===== src/rtl/vote_result_reporter.sv =====
// vote_result_reporter: snapshots the four candidate counters on a report
// request, finds the leading candidate(s) one candidate per cycle, then walks
// the LEDs through a winner frame and each candidate's count, every frame
// held for DWELL cycles. Winner/tie results stay registered between reports.
module vote_result_reporter #(
  parameter int CW    = 8,
  parameter int DWELL = 5
) (
  input  logic          clk,
  input  logic          reset,
  input  logic          mode,
  input  logic          report_req,
  input  logic [CW-1:0] count1,
  input  logic [CW-1:0] count2,
  input  logic [CW-1:0] count3,
  input  logic [CW-1:0] count4,
  output logic [CW-1:0] led,
  output logic [3:0]    winner,
  output logic          tie,
  output logic          busy,
  output logic          done
);

  typedef enum logic [2:0] {
    S_IDLE,
    S_CMP,
    S_WIN,
    S_CNT0,
    S_CNT1,
    S_CNT2,
    S_CNT3,
    S_DONE
  } state_t;

  state_t              r_state, w_state_next;
  logic [3:0][CW-1:0]  w_counts;
  logic [3:0][CW-1:0]  r_snap;
  logic                w_load;
  logic [CW-1:0]       r_max, w_max_next;
  logic [3:0]          r_mask, w_mask_next;
  logic [1:0]          r_idx, w_idx_next;
  logic [7:0]          r_dwell, w_dwell_next;
  logic [CW-1:0]       r_led, w_led_next;
  logic [3:0]          r_winner, w_winner_next;
  logic                r_tie, w_tie_next;
  logic                r_busy, w_busy_next;
  logic                r_done, w_done_next;

  // Compare datapath for the candidate currently being examined
  logic [CW-1:0]       w_cur;
  logic [3:0]          w_bit;
  logic [CW-1:0]       w_max_upd;
  logic [3:0]          w_mask_upd;
  logic [2:0]          w_pop;
  logic                w_tie_upd;
  logic [CW-1:0]       w_frame;
  logic                w_dwell_last;

  // Element 0 is candidate 1
  assign w_counts = {count4, count3, count2, count1};

  assign w_cur = r_snap[r_idx];
  assign w_bit = 4'b0001 << r_idx;

  // Running maximum / leader mask after folding in candidate r_idx
  always_comb begin
    w_max_upd  = r_max;
    w_mask_upd = r_mask;
    if (w_cur > r_max) begin
      w_max_upd  = w_cur;
      w_mask_upd = w_bit;
    end else if ((w_cur == r_max) && (r_max != '0)) begin
      w_mask_upd = r_mask | w_bit;
    end
  end

  assign w_pop = 3'(w_mask_upd[0]) + 3'(w_mask_upd[1]) +
                 3'(w_mask_upd[2]) + 3'(w_mask_upd[3]);
  assign w_tie_upd = (w_pop > 3'd1);

  // Winner frame: mask in the top nibble, tie flag just below, rest zero
  always_comb begin
    w_frame            = '0;
    w_frame[CW-1 -: 4] = w_mask_upd;
    w_frame[CW-5]      = w_tie_upd;
  end

  assign w_dwell_last = (r_dwell == 8'(DWELL - 1));

  // Next-state and next-output decode; a mode drop outside IDLE aborts
  always_comb begin
    w_state_next  = r_state;
    w_max_next    = r_max;
    w_mask_next   = r_mask;
    w_idx_next    = r_idx;
    w_dwell_next  = r_dwell;
    w_led_next    = r_led;
    w_winner_next = r_winner;
    w_tie_next    = r_tie;
    w_busy_next   = r_busy;
    w_done_next   = 1'b0;
    w_load        = 1'b0;

    if ((r_state != S_IDLE) && !mode) begin
      // Abort: winner/tie are left as they are (updated only on WIN entry)
      w_state_next = S_IDLE;
      w_led_next   = '0;
      w_busy_next  = 1'b0;
      w_dwell_next = '0;
    end else begin
      case (r_state)
        S_IDLE: begin
          if (report_req && mode) begin
            w_load       = 1'b1;
            w_max_next   = '0;
            w_mask_next  = '0;
            w_idx_next   = '0;
            w_dwell_next = '0;
            w_busy_next  = 1'b1;
            w_state_next = S_CMP;
          end
        end
        S_CMP: begin
          w_max_next  = w_max_upd;
          w_mask_next = w_mask_upd;
          w_idx_next  = r_idx + 2'd1;
          if (r_idx == 2'd3) begin
            w_winner_next = w_mask_upd;
            w_tie_next    = w_tie_upd;
            w_led_next    = w_frame;
            w_dwell_next  = '0;
            w_state_next  = S_WIN;
          end
        end
        S_WIN, S_CNT0, S_CNT1, S_CNT2, S_CNT3: begin
          if (!w_dwell_last) begin
            w_dwell_next = r_dwell + 8'd1;
          end else begin
            w_dwell_next = '0;
            case (r_state)
              S_WIN: begin
                w_state_next = S_CNT0;
                w_led_next   = r_snap[0];
              end
              S_CNT0: begin
                w_state_next = S_CNT1;
                w_led_next   = r_snap[1];
              end
              S_CNT1: begin
                w_state_next = S_CNT2;
                w_led_next   = r_snap[2];
              end
              S_CNT2: begin
                w_state_next = S_CNT3;
                w_led_next   = r_snap[3];
              end
              default: begin
                w_state_next = S_DONE;
                w_led_next   = '0;
                w_done_next  = 1'b1;
              end
            endcase
          end
        end
        S_DONE: begin
          w_state_next = S_IDLE;
          w_led_next   = '0;
          w_busy_next  = 1'b0;
        end
        default: begin
          w_state_next = S_IDLE;
        end
      endcase
    end
  end

  // State and registered outputs
  always_ff @(posedge clk or negedge reset) begin
    if (!reset) begin
      r_state  <= S_IDLE;
      r_max    <= '0;
      r_mask   <= '0;
      r_idx    <= '0;
      r_dwell  <= '0;
      r_led    <= '0;
      r_winner <= '0;
      r_tie    <= 1'b0;
      r_busy   <= 1'b0;
      r_done   <= 1'b0;
    end else begin
      r_state  <= w_state_next;
      r_max    <= w_max_next;
      r_mask   <= w_mask_next;
      r_idx    <= w_idx_next;
      r_dwell  <= w_dwell_next;
      r_led    <= w_led_next;
      r_winner <= w_winner_next;
      r_tie    <= w_tie_next;
      r_busy   <= w_busy_next;
      r_done   <= w_done_next;
    end
  end

  // Count snapshot, isolated from live counters for the whole sequence
  always_ff @(posedge clk or negedge reset) begin
    if (!reset) begin
      r_snap <= '0;
    end else if (w_load) begin
      r_snap <= w_counts;
    end
  end

  assign led    = r_led;
  assign winner = r_winner;
  assign tie    = r_tie;
  assign busy   = r_busy;
  assign done   = r_done;

endmodule


===== config.mk =====
export PLATFORM = sky130hd
export DESIGN_NAME = vote_result_reporter
export DESIGN_NICKNAME = d
export VERILOG_FILES = /design/src/rtl/vote_result_reporter.sv
export SDC_FILE = /design/constraint.sdc
export NUM_CORES = 1
export LEC_CHECK = 0
export ABC_AREA = 1
export CORE_ASPECT_RATIO = 1.1
export CORE_MARGIN = 2
export CORE_UTILIZATION = 30
export CTS_BUF_LIST = sky130_fd_sc_hd__clkbuf_8
export DETAILED_ROUTE_END_ITERATION = 10
export GPL_ROUTABILITY_DRIVEN = 1
export RECOVER_POWER = 50
export SYNTH_ARGS = -nofsm -noshare
export SYNTH_HDL_FRONTEND = slang
export SYNTH_SLANG_ARGS = --single-unit
export TNS_END_PERCENT = 30

===== constraint.sdc =====
create_clock -name clk -period 6.9 [get_ports clk]
set_input_delay 1.38 -clock clk [delete_from_list [all_inputs] [get_ports clk]]
set_output_delay 1.38 -clock clk [all_outputs]
set_load 0.01 [all_outputs]

==> flow_metrics.tcl, run 1 <==
set metrics [dict create \
    cp.required_ns 6.46 \
    slew_violations 73 \
    relSlewSlack -1.61 \
    cts_buffers 9 \
    reg2reg_depth 21 \
    vias 3419 \
    wire_per_inst_um 13.6 \
    ir_drop_v 0.000184 \
    grt_setup_unrepaired "no" \
    critPathSlowestCell "clkbuf_1" \
    crit_end "r_dwell[1]$_DFFE_PN0P_" \
    r2r_slack_ns 2.72 \
    yosys.area.top_type "dfrtp_1" \
    antenna_cells 0 \
    core_um2 12600 \
    hp-class "reg2reg" \
    fin_util 0.370 \
    synth_area_leaders "dfrtp_1 46%, nand2_1 15%, o21ai_0 6.4%" \
    finalInstanceArea_um2 4680 \
    power_per_cell_area_nw_per_um2 431 \
    ys_seq_area_frac 0.461 \
    cp-startpoint "reset" \
    r2r-start "r_idx[0]$_DFFE_PN0P_" \
    synth_cells 495 \
    drc_errors 0 \
    row_count 43 \
    syn_to_final_growth_pct 19.7 \
    post_cts_buffers 0 \
    dp_hpwl_um 7110 \
    initial_utilization 0.309 \
    viasPerCell 4.85 \
    failed_checks "max-capacitance violations, max-slew violations" \
    path_class "in2async" \
    netlist.area_leader.share 0.461 \
    htreeDepth 3 \
    cts_hold_buf 0 \
    cts_sinks 72 \
    path_buf_inv 2 \
    die_area_um2 14000 \
    overflow 0 \
    finClkSkew_ns 0.00691 \
    first_pass_iters 5 \
    grt_pass1_vias 3394 \
    cts.repair.resized 0 \
    gp_congestion 0.841 \
    cts-root-buf "clkbuf_8" \
    io_pins 51 \
    setup_viol 0 \
    fp.dieW_um 113 \
    drive_gt1_frac 0.0712 \
    crit_family "buffers and inverters" \
    cp-end-kind "async pin" \
    synth.cell_area_um2 3910 \
    cts.path.max_buffers 2 \
    tightestPinTransition_ns 3.92 \
    finalSetupTns_ns 0 \
    status "finished with violations" \
    arrival_ns 4.25 \
    cts.clk_slew.worst_paths_ns 0.08 \
    power.leakage_nw 2.24 \
    grt_max_degree 73 \
    yosysWarnings 0 \
    timing.fmax_ghz 0.213 \
    start_kind "input port" \
    die_h_um 124 \
    clk_latency_ns 0.36 \
    io_buffers 50 \
    fin_crit_sh 0.679 \
    final_antenna_net_count 0 \
    drt-total-wl_um 9560 \
    dr.first_iter.drc_count 210 \
    finalHoldViolCount 0 \
    critPathMaxStageDelay_ns 2.73 \
    synth_seq_cells 72 \
    r2r-end "led[3]$_DFFE_PN0P_" \
    antenna_found_initial 0 \
    grt_usage 0.144 \
    maxCapViolCount 1 \
    tritoncts "built" \
    period_minus_slack_ns 4.68 \
    syn_nets 546 \
    yosysUniqueCellTypes 40 \
    nets 596 \
    synth.avg_cell_area_um2 7.90 \
    fillCellCount 1315 \
    worstPathMaxFanout 72 \
    grt_pass1_wl_um 16200 \
    cp_cell_sequence "buf_2, clkbuf_1" \
    crit_cells 2 \
    placed_cell_area_um2 4540 \
]
## area by class of cell
cell class	instances	area, µm²	area share
repair buffers	51	499	0.107
clock buffers	10	138	0.0294
flip-flops and latches	72	1800	0.385
inverters	70	268	0.0572
multi-input cells	341	1760	0.376
well taps	157	196	0.0420
clock inverters	4	16.3	0.00348
## synth_stat cells
cell type  instances
nor4_1             2
fa_1               1
a21o_1             1
nor2_4             4
nand3_2            1
nor2_8             1
nor2_2             2
and3_1             1
nand2_4            1
o21ai_1            4
inv_4              2
nor3b_2            1
nor2_1            33
dfrtp_1           72
nand2_2            4
nand2_1          155
a22o_1             1
buf_4              1
o22ai_1            9
a221oi_1           4
a31oi_1            2
nand3_1           15
nand3_4            1
inv_2              9
a21oi_1           15
buf_6              1
nor3_2             2
nand4_1            3
buf_2              6
clkbuf_1           4
inv_1             58
ha_1              14
o211ai_4           1
clkinv_1           1
nor3_1             4
o221ai_1           3
a22oi_1            4
a21oi_4            1
o32ai_1            1
o21ai_0           50
## placed cells by master (no fill, tap or decap), types with 2 or more instances in the layout
| cell type | n |
|---|---|
| nand4_1 | 3 |
| nor2_1 | 35 |
| nand2_2 | 3 |
| nor3_1 | 4 |
| inv_4 | 2 |
| o21ai_1 | 4 |
| nand2_1 | 156 |
| clkdlybuf4s50_1 | 46 |
| nor3_2 | 2 |
| dfrtp_1 | 72 |
| nand3_1 | 15 |
| inv_2 | 9 |
| a221oi_1 | 4 |
| o22ai_1 | 9 |
| ha_1 | 14 |
| nor2_4 | 2 |
| a22oi_1 | 4 |
| a31oi_1 | 2 |
| o221ai_1 | 3 |
| nor4_1 | 2 |
| dlygate4sd3_1 | 3 |
| nor2_2 | 2 |
| o21ai_0 | 50 |
| a21oi_1 | 15 |
| clkbuf_8 | 10 |
| inv_1 | 61 |
## stage by stage
stage	cells	hold WS, ns	power (mW)	setup WS, ns
2_1_floorplan	495	0.454	1.44	3.67
3_3_place_gp	691	0.466	1.72	2.91
3_5_place_dp	691	0.467	1.75	2.77
4_1_cts	705	0.485	2.04	2.74
5_1_grt	705	0.500	2.22	1.31
6_report	705	0.478	2.02	2.22
## registers in the layout, indices dropped and copies added, names as in the netlist, 2 cells and up
name	flops
winner	4
r_max	8
r_idx	2
r_mask	4
r_dwell	8
r_snap	32
led	8
r_state	3
## how the worst min path moves through the flow
stage	from	end	cells past startpoint	slack [ns]
after floorplan	r_mask[2]$_DFFE_PN0P_	r_mask[2]$_DFFE_PN0P_	2	0.45
after global placement	led[4]$_DFFE_PN0P_	led[4]$_DFFE_PN0P_	2	0.47
after detailed placement	led[2]$_DFFE_PN0P_	led[2]$_DFFE_PN0P_	2	0.47
after CTS	led[2]$_DFFE_PN0P_	led[2]$_DFFE_PN0P_	2	0.48
after global routing	led[2]$_DFFE_PN0P_	led[2]$_DFFE_PN0P_	2	0.50
final	led[2]$_DFFE_PN0P_	led[2]$_DFFE_PN0P_	2	0.48
## metal layers
metal | vias up | wire [µm] | global-route usage
met5 | - | 0 | 0
met4 | 0 | 187 | 0.0556
met3 | 21 | 537 | 0.0326
met2 | 107 | 4390 | 0.236
met1 | 1594 | 4440 | 0.187
li1 | 1697 | - | -
## power by group
group          internal (mW)  leakage (nW)  switching, mW
Sequential             0.576         0.930          0.130
Clock                  0.132        0.0918          0.154
Combinational          0.367          1.22          0.658
## cells by family after synthesis
| logic type | after synthesis | synth area share |
|---|---|---|
| AO/OA/AOI/OAI | 96 | 0.145 |
| adder cells (fa/ha/maj) | 15 | 0.0499 |
| buffers and inverters | 82 | 0.0848 |
| flip-flops | 72 | 0.461 |
| AND/OR/NAND/NOR | 230 | 0.259 |
Power figures use the tool's default switching activity.
==> inputs of run 2 (changes only) <==
==> constraint.sdc (replaced) <==
create_clock -name clk -period 4.84 [get_ports clk]
set_input_delay 0.968 -clock clk [delete_from_list [all_inputs] [get_ports clk]]
set_output_delay 0.968 -clock clk [all_outputs]
set_load 0.01 [all_outputs]
==> flow_metrics.tcl, run 2 (synthesized netlist as in run 1, its figures left out) <==
set metrics [dict create \
    status "finished with violations" \
    failed_checks "max-capacitance violations, max-slew violations" \
    post_cts_buffers 0 \
    regArea_um2 1800 \
    regMostFlops "r_snap" \
    timing.fmax_ghz 0.237 \
    drc_errors 0 \
    power.leakage_nw 2.29 \
    path_class "reg2reg" \
    busiest_layer "met2" \
    hp-class "reg2reg" \
    die_area_um2 14000 \
    htreeDepth 3 \
    clk_latency_ns 0.35 \
    row_count 43 \
    worstPathMaxFanout 20 \
    nets 596 \
    tritoncts "built" \
    critPathMaxStageDelay_ns 0.70 \
    antenna_found_initial 0 \
    cts_buffers 9 \
    critPathSlowestCell "dfrtp_1" \
    io_buffers 50 \
    cts-root-buf "clkbuf_8" \
    first_pass_iters 5 \
    finalHoldViolCount 0 \
    cpMostUsedCell "nand2_1" \
    fin_util 0.381 \
    grt_use_met3 0.0277 \
    viasPerCell 4.89 \
    cts.clk_slew.worst_paths_ns 0.08 \
    cts_sinks 72 \
    ir_drop_v 0.000238 \
    cp_cell_sequence "clkinv_1, a21oi_1, o21ai_0, o21ai_0, ha_1, nand2_1, inv_1, nand2_1, nand2_1, nand2_1, nand2_1, nand2_2, nand2_1, a22oi_1, fa_1, inv_1, nand3_1, nand2_1, nand2_1, nand2_1, nand2_1, nand2_1" \
    overflow 0 \
    fin_crit_sh 0.871 \
    wire_per_inst_um 13.4 \
    crit_family "compound AO/OA/AOI/OAI gates" \
    period_minus_slack_ns 4.22 \
    grt_usage 0.144 \
    die_h_um 124 \
    grt_util_met1 0.191 \
    fillCellCount 1286 \
    arrival_ns 4.51 \
    setup_viol 0 \
    finalSetupTns_ns 0 \
    grtUsageMet2 0.231 \
    grt_setup_unrepaired "no" \
    start_kind "register" \
    drt-total-wl_um 9470 \
    final_cell_mix "156 x nand2_1, 72 x dfrtp_1, 58 x inv_1" \
    path_buf_inv 3 \
    drive_gt1_frac 0.0782 \
    syn_to_final_growth_pct 23.1 \
    grt_pass1_vias 3480 \
    cts.path.max_buffers 2 \
    multi_input_area_um2 1760 \
    io_pins 51 \
    power_per_cell_area_nw_per_um2 656 \
    grt_pass1_wl_um 16200 \
    fp.dieW_um 113 \
    cp-end-kind "register" \
    tightestPinTransition_ns 2.55 \
    grt_max_degree 48 \
    core_um2 12600 \
    final_common_cell "nand2_1" \
    relSlewSlack -0.697 \
    final_antenna_net_count 0 \
    gp_congestion 0.833 \
    antenna_cells 0 \
    initial_utilization 0.309 \
    largest_register_ffs 32 \
    maxCapViolCount 1 \
    slew_violations 48 \
    finClkSkew_ns 0.00682 \
    cp.required_ns 5.13 \
    vias 3457 \
    cts.repair.resized 0 \
    dp_hpwl_um 7260 \
    dr.first_iter.drc_count 198 \
    cts_hold_buf 0 \
]
## run 2: cell count changes in the layout (fill, tap and decap cells not counted), sizes merged
| cell | delta |
|---|---|
| clkinv | +1 |
| buf | -1 |
| inv | -3 |
| bufinv | +5 |
## run 2: worst register-to-register path: cells and delay by family, from the launching register on
kind | cells | cell delay, ns
compound gates | 4 | 0.96
simple gates | 13 | 0.95
fa+ha+maj | 2 | 0.85
flops | 1 | 0.70
buf+inv | 3 | 0.70
## run 2: final timing paths
check                                   endpoint  depth (start not counted)  slack, ns                  from
max in group asynchronous     led[1]$_DFFE_PN0P_                          2       1.25                 reset
min reg2reg                   led[1]$_DFFE_PN0P_                          2       0.48    led[1]$_DFFE_PN0P_
min                           led[1]$_DFFE_PN0P_                          2       0.48    led[1]$_DFFE_PN0P_
max reg2reg                   led[3]$_DFFE_PN0P_                         22       0.62  r_idx[0]$_DFFE_PN0P_
min in group asynchronous  winner[1]$_DFFE_PN0P_                          1       1.40                 reset
max                           led[3]$_DFFE_PN0P_                         22       0.62  r_idx[0]$_DFFE_PN0P_
## run 2: where the power goes
part	total (mW)	internal, mW	switching, mW
logic	1.46	0.524	0.940
registers	1.01	0.821	0.187
clock network	0.685	0.448	0.236
## run 2: layout make-up
type	instances	share of cell area
timing repair buffer	51	0.103
tap	157	0.0408
clock buffer	9	0.0257
inverter	70	0.0556
multi-input combinational	341	0.365
clock inverter	7	0.0348
sequential	72	0.374
## run 2: routing by layer
layer / routed length (µm) / share of wire
met2: 4350 / 0.46
met1: 4330 / 0.46
met5: 0 / 0
met4: 227 / 0.024
met3: 559 / 0.059
## run 2: through the flow
| stage | std cells | power [mW] | cell area [µm²] | hold WS, ns | setup slack (ns) |
|---|---|---|---|---|---|
| after global routing | 707 | 3.45 | 4810 | 0.508 | 0.171 |
| final | 707 | 3.16 | 4810 | 0.484 | 0.623 |
| after floorplan | 495 | 2.05 | 3910 | 0.454 | 1.61 |
| after CTS | 707 | 3.19 | 4840 | 0.487 | 0.640 |
| after detailed placement | 691 | 2.50 | 4540 | 0.466 | 0.671 |
| after global placement | 691 | 2.45 | 4540 | 0.471 | 0.855 |
==> inputs of run 3 (changes only) <==
--- a/config.mk
+++ b/config.mk
@@ -8,10 +8,11 @@
 export ABC_AREA = 1
 export CORE_ASPECT_RATIO = 1.1
 export CORE_MARGIN = 2
-export CORE_UTILIZATION = 30
+export CORE_UTILIZATION = 57
 export CTS_BUF_LIST = sky130_fd_sc_hd__clkbuf_8
 export DETAILED_ROUTE_END_ITERATION = 10
 export GPL_ROUTABILITY_DRIVEN = 1
+export PLACE_DENSITY = 0.82
 export RECOVER_POWER = 50
 export SYNTH_ARGS = -nofsm -noshare
 export SYNTH_HDL_FRONTEND = slang
==> flow_metrics.tcl, run 3 (synthesized netlist as in run 1, its figures left out) <==
set metrics [dict create \
    grt_max_degree 47 \
    start_kind "register" \
    finalHoldViolCount 0 \
    cp-startpoint "r_idx[0]$_DFFE_PN0P_" \
    maxCapViolCount 2 \
    fp.dieW_um 83.0 \
    r2r-start "r_idx[0]$_DFFE_PN0P_" \
    final_antenna_net_count 0 \
    placed_cell_area_um2 4450 \
    drive_gt1_frac 0.0765 \
    antenna_cells 0 \
    cts-root-buf "clkbuf_8" \
    finalInstanceArea_um2 4640 \
    setup_viol 0 \
    first_pass_iters 5 \
    power_per_cell_area_nw_per_um2 645 \
    cp-end-kind "register" \
    io_buffers 50 \
    relSlewSlack -0.375 \
    power.leakage_nw 2.25 \
    min_from "tie$_DFFE_PN0P_" \
    cts.path.max_buffers 2 \
    grt_pass1_vias 3444 \
    critPathMaxStageDelay_ns 0.65 \
    nets 596 \
    path_class "reg2reg" \
    vias 3451 \
    failed_checks "max-capacitance violations, max-slew violations" \
    cts_buffers 9 \
    path_buf_inv 5 \
    die_h_um 90.9 \
    die_area_um2 7540 \
    overflow 0 \
    critPathSlowestCell "dfrtp_1" \
    cts_hold_buf 0 \
    row_count 31 \
    clk_latency_ns 0.35 \
    core_um2 6590 \
    ir_drop_v 0.000351 \
    cts.clk_slew.worst_paths_ns 0.07 \
    syn_to_final_growth_pct 18.6 \
    final_cell_mix "156 x nand2_1, 72 x dfrtp_1, 58 x inv_1" \
    crit_family "adder cells" \
    finClkSkew_ns 0.00889 \
    grt_pass1_wl_um 15900 \
    viasPerCell 5.47 \
    io_pins 51 \
    status "finished with violations" \
    timing.fmax_ghz 0.243 \
    holdWs_ns 0.478 \
    grt_setup_unrepaired "no" \
    final_common_cell "nand2_1" \
    dp_hpwl_um 6820 \
    cp_cell_sequence "clkinv_1, a21oi_1, o21ai_0, o21ai_0, ha_1, nand2_1, inv_1, nand2_1, nand2_1, nand2_1, nand2_1, nand2_2, inv_1, o21ai_0, inv_1, fa_1, inv_1, nand3_1, nand2_1, nand2_1, nand2_1, nand2_1, nand2_1" \
    fin_crit_sh 0.850 \
    total_power_mw 2.99 \
    finalSetupTns_ns 0 \
    drt-total-wl_um 9110 \
    drc_errors 0 \
    dr.first_iter.drc_count 183 \
    regMostFlops "r_snap" \
    hp-class "reg2reg" \
    largest_register_ffs 32 \
    htreeDepth 3 \
    cpMostUsedCell "nand2_1" \
    cts_sinks 72 \
    antenna_found_initial 0 \
    slew_violations 75 \
    tritoncts "built" \
    tightestPinTransition_ns 2.06 \
    arrival_ns 4.36 \
    wire_per_inst_um 14.4 \
    worstPathMaxFanout 20 \
    gp_congestion 0.960 \
    post_cts_buffers 0 \
    initial_utilization 0.593 \
    cp.required_ns 5.08 \
    cts.repair.resized 0 \
    period_minus_slack_ns 4.11 \
    grt_usage 0.259 \
]
run 3: cell count changes in the layout (fill, tap and decap cells not counted), sizes merged:
| cell | before | now |
|---|---|---|
| clkdlybuf4s50 | 46 | 45 |
| clkinvlp | 0 | 2 |
| dlygate4sd3 | 3 | 4 |
| bufinv | 5 | 2 |
run 3: worst min-delay path: cells and delay by family, from the launching register on:
family | cells | cell delay (ns)
flops | 1 | 0.34
simple gates | 2 | 0.10
run 3: final cells by class:
cell class / instances / area [µm²]
Fill cell: 530 / 1960
Sequential cell: 72 / 1800
Multi-Input combinational cell: 341 / 1760
Timing Repair Buffer: 51 / 498
Inverter: 70 / 268
Clock buffer: 9 / 124
Tap cell: 82 / 103
Clock inverter: 6 / 85.1
run 3: per-stage QoR:
| step | setup WS [ns] | std cells | utilization |
|---|---|---|---|
| 3_5_place_dp | 0.779 | 616 | 0.675 |
| 4_1_cts | 0.770 | 631 | 0.707 |
| 3_3_place_gp | 0.943 | 616 | 0.675 |
| 5_1_grt | 0.205 | 631 | 0.703 |
| 6_report | 0.726 | 631 | 0.703 |
| 2_1_floorplan | 1.61 | 495 | - |
run 3: per-layer routing:
layer	vias up	track usage	wire length (µm)
met3	31	0.0750	578
met5	-	0	0
met4	0	0.109	252
met1	1575	0.334	4000
met2	148	0.410	4280
li1	1697	-	-
run 3: power breakdown:
group	leakage [nW]	switching [mW]	internal [mW]
clock	0.101	0.229	0.285
sequential	0.930	0.188	0.821
combinational	1.22	0.948	0.520
total	2.25	1.36	1.63
run 3: path summary, 6_finish.rpt:
path / endpoint / slack (ns) / cells after the start
worst max-delay path: led[3]$_DFFE_PN0P_ / 0.73 / 23
worst min-delay path: tie$_DFFE_PN0P_ / 0.48 / 2
worst max register to register: led[3]$_DFFE_PN0P_ / 0.73 / 23
worst min register to register: tie$_DFFE_PN0P_ / 0.48 / 2
max in group asynchronous: r_snap[18]$_DFFE_PN0P_ / 1.13 / 2
min in group asynchronous: r_max[1]$_DFFE_PN0P_ / 1.06 / 1
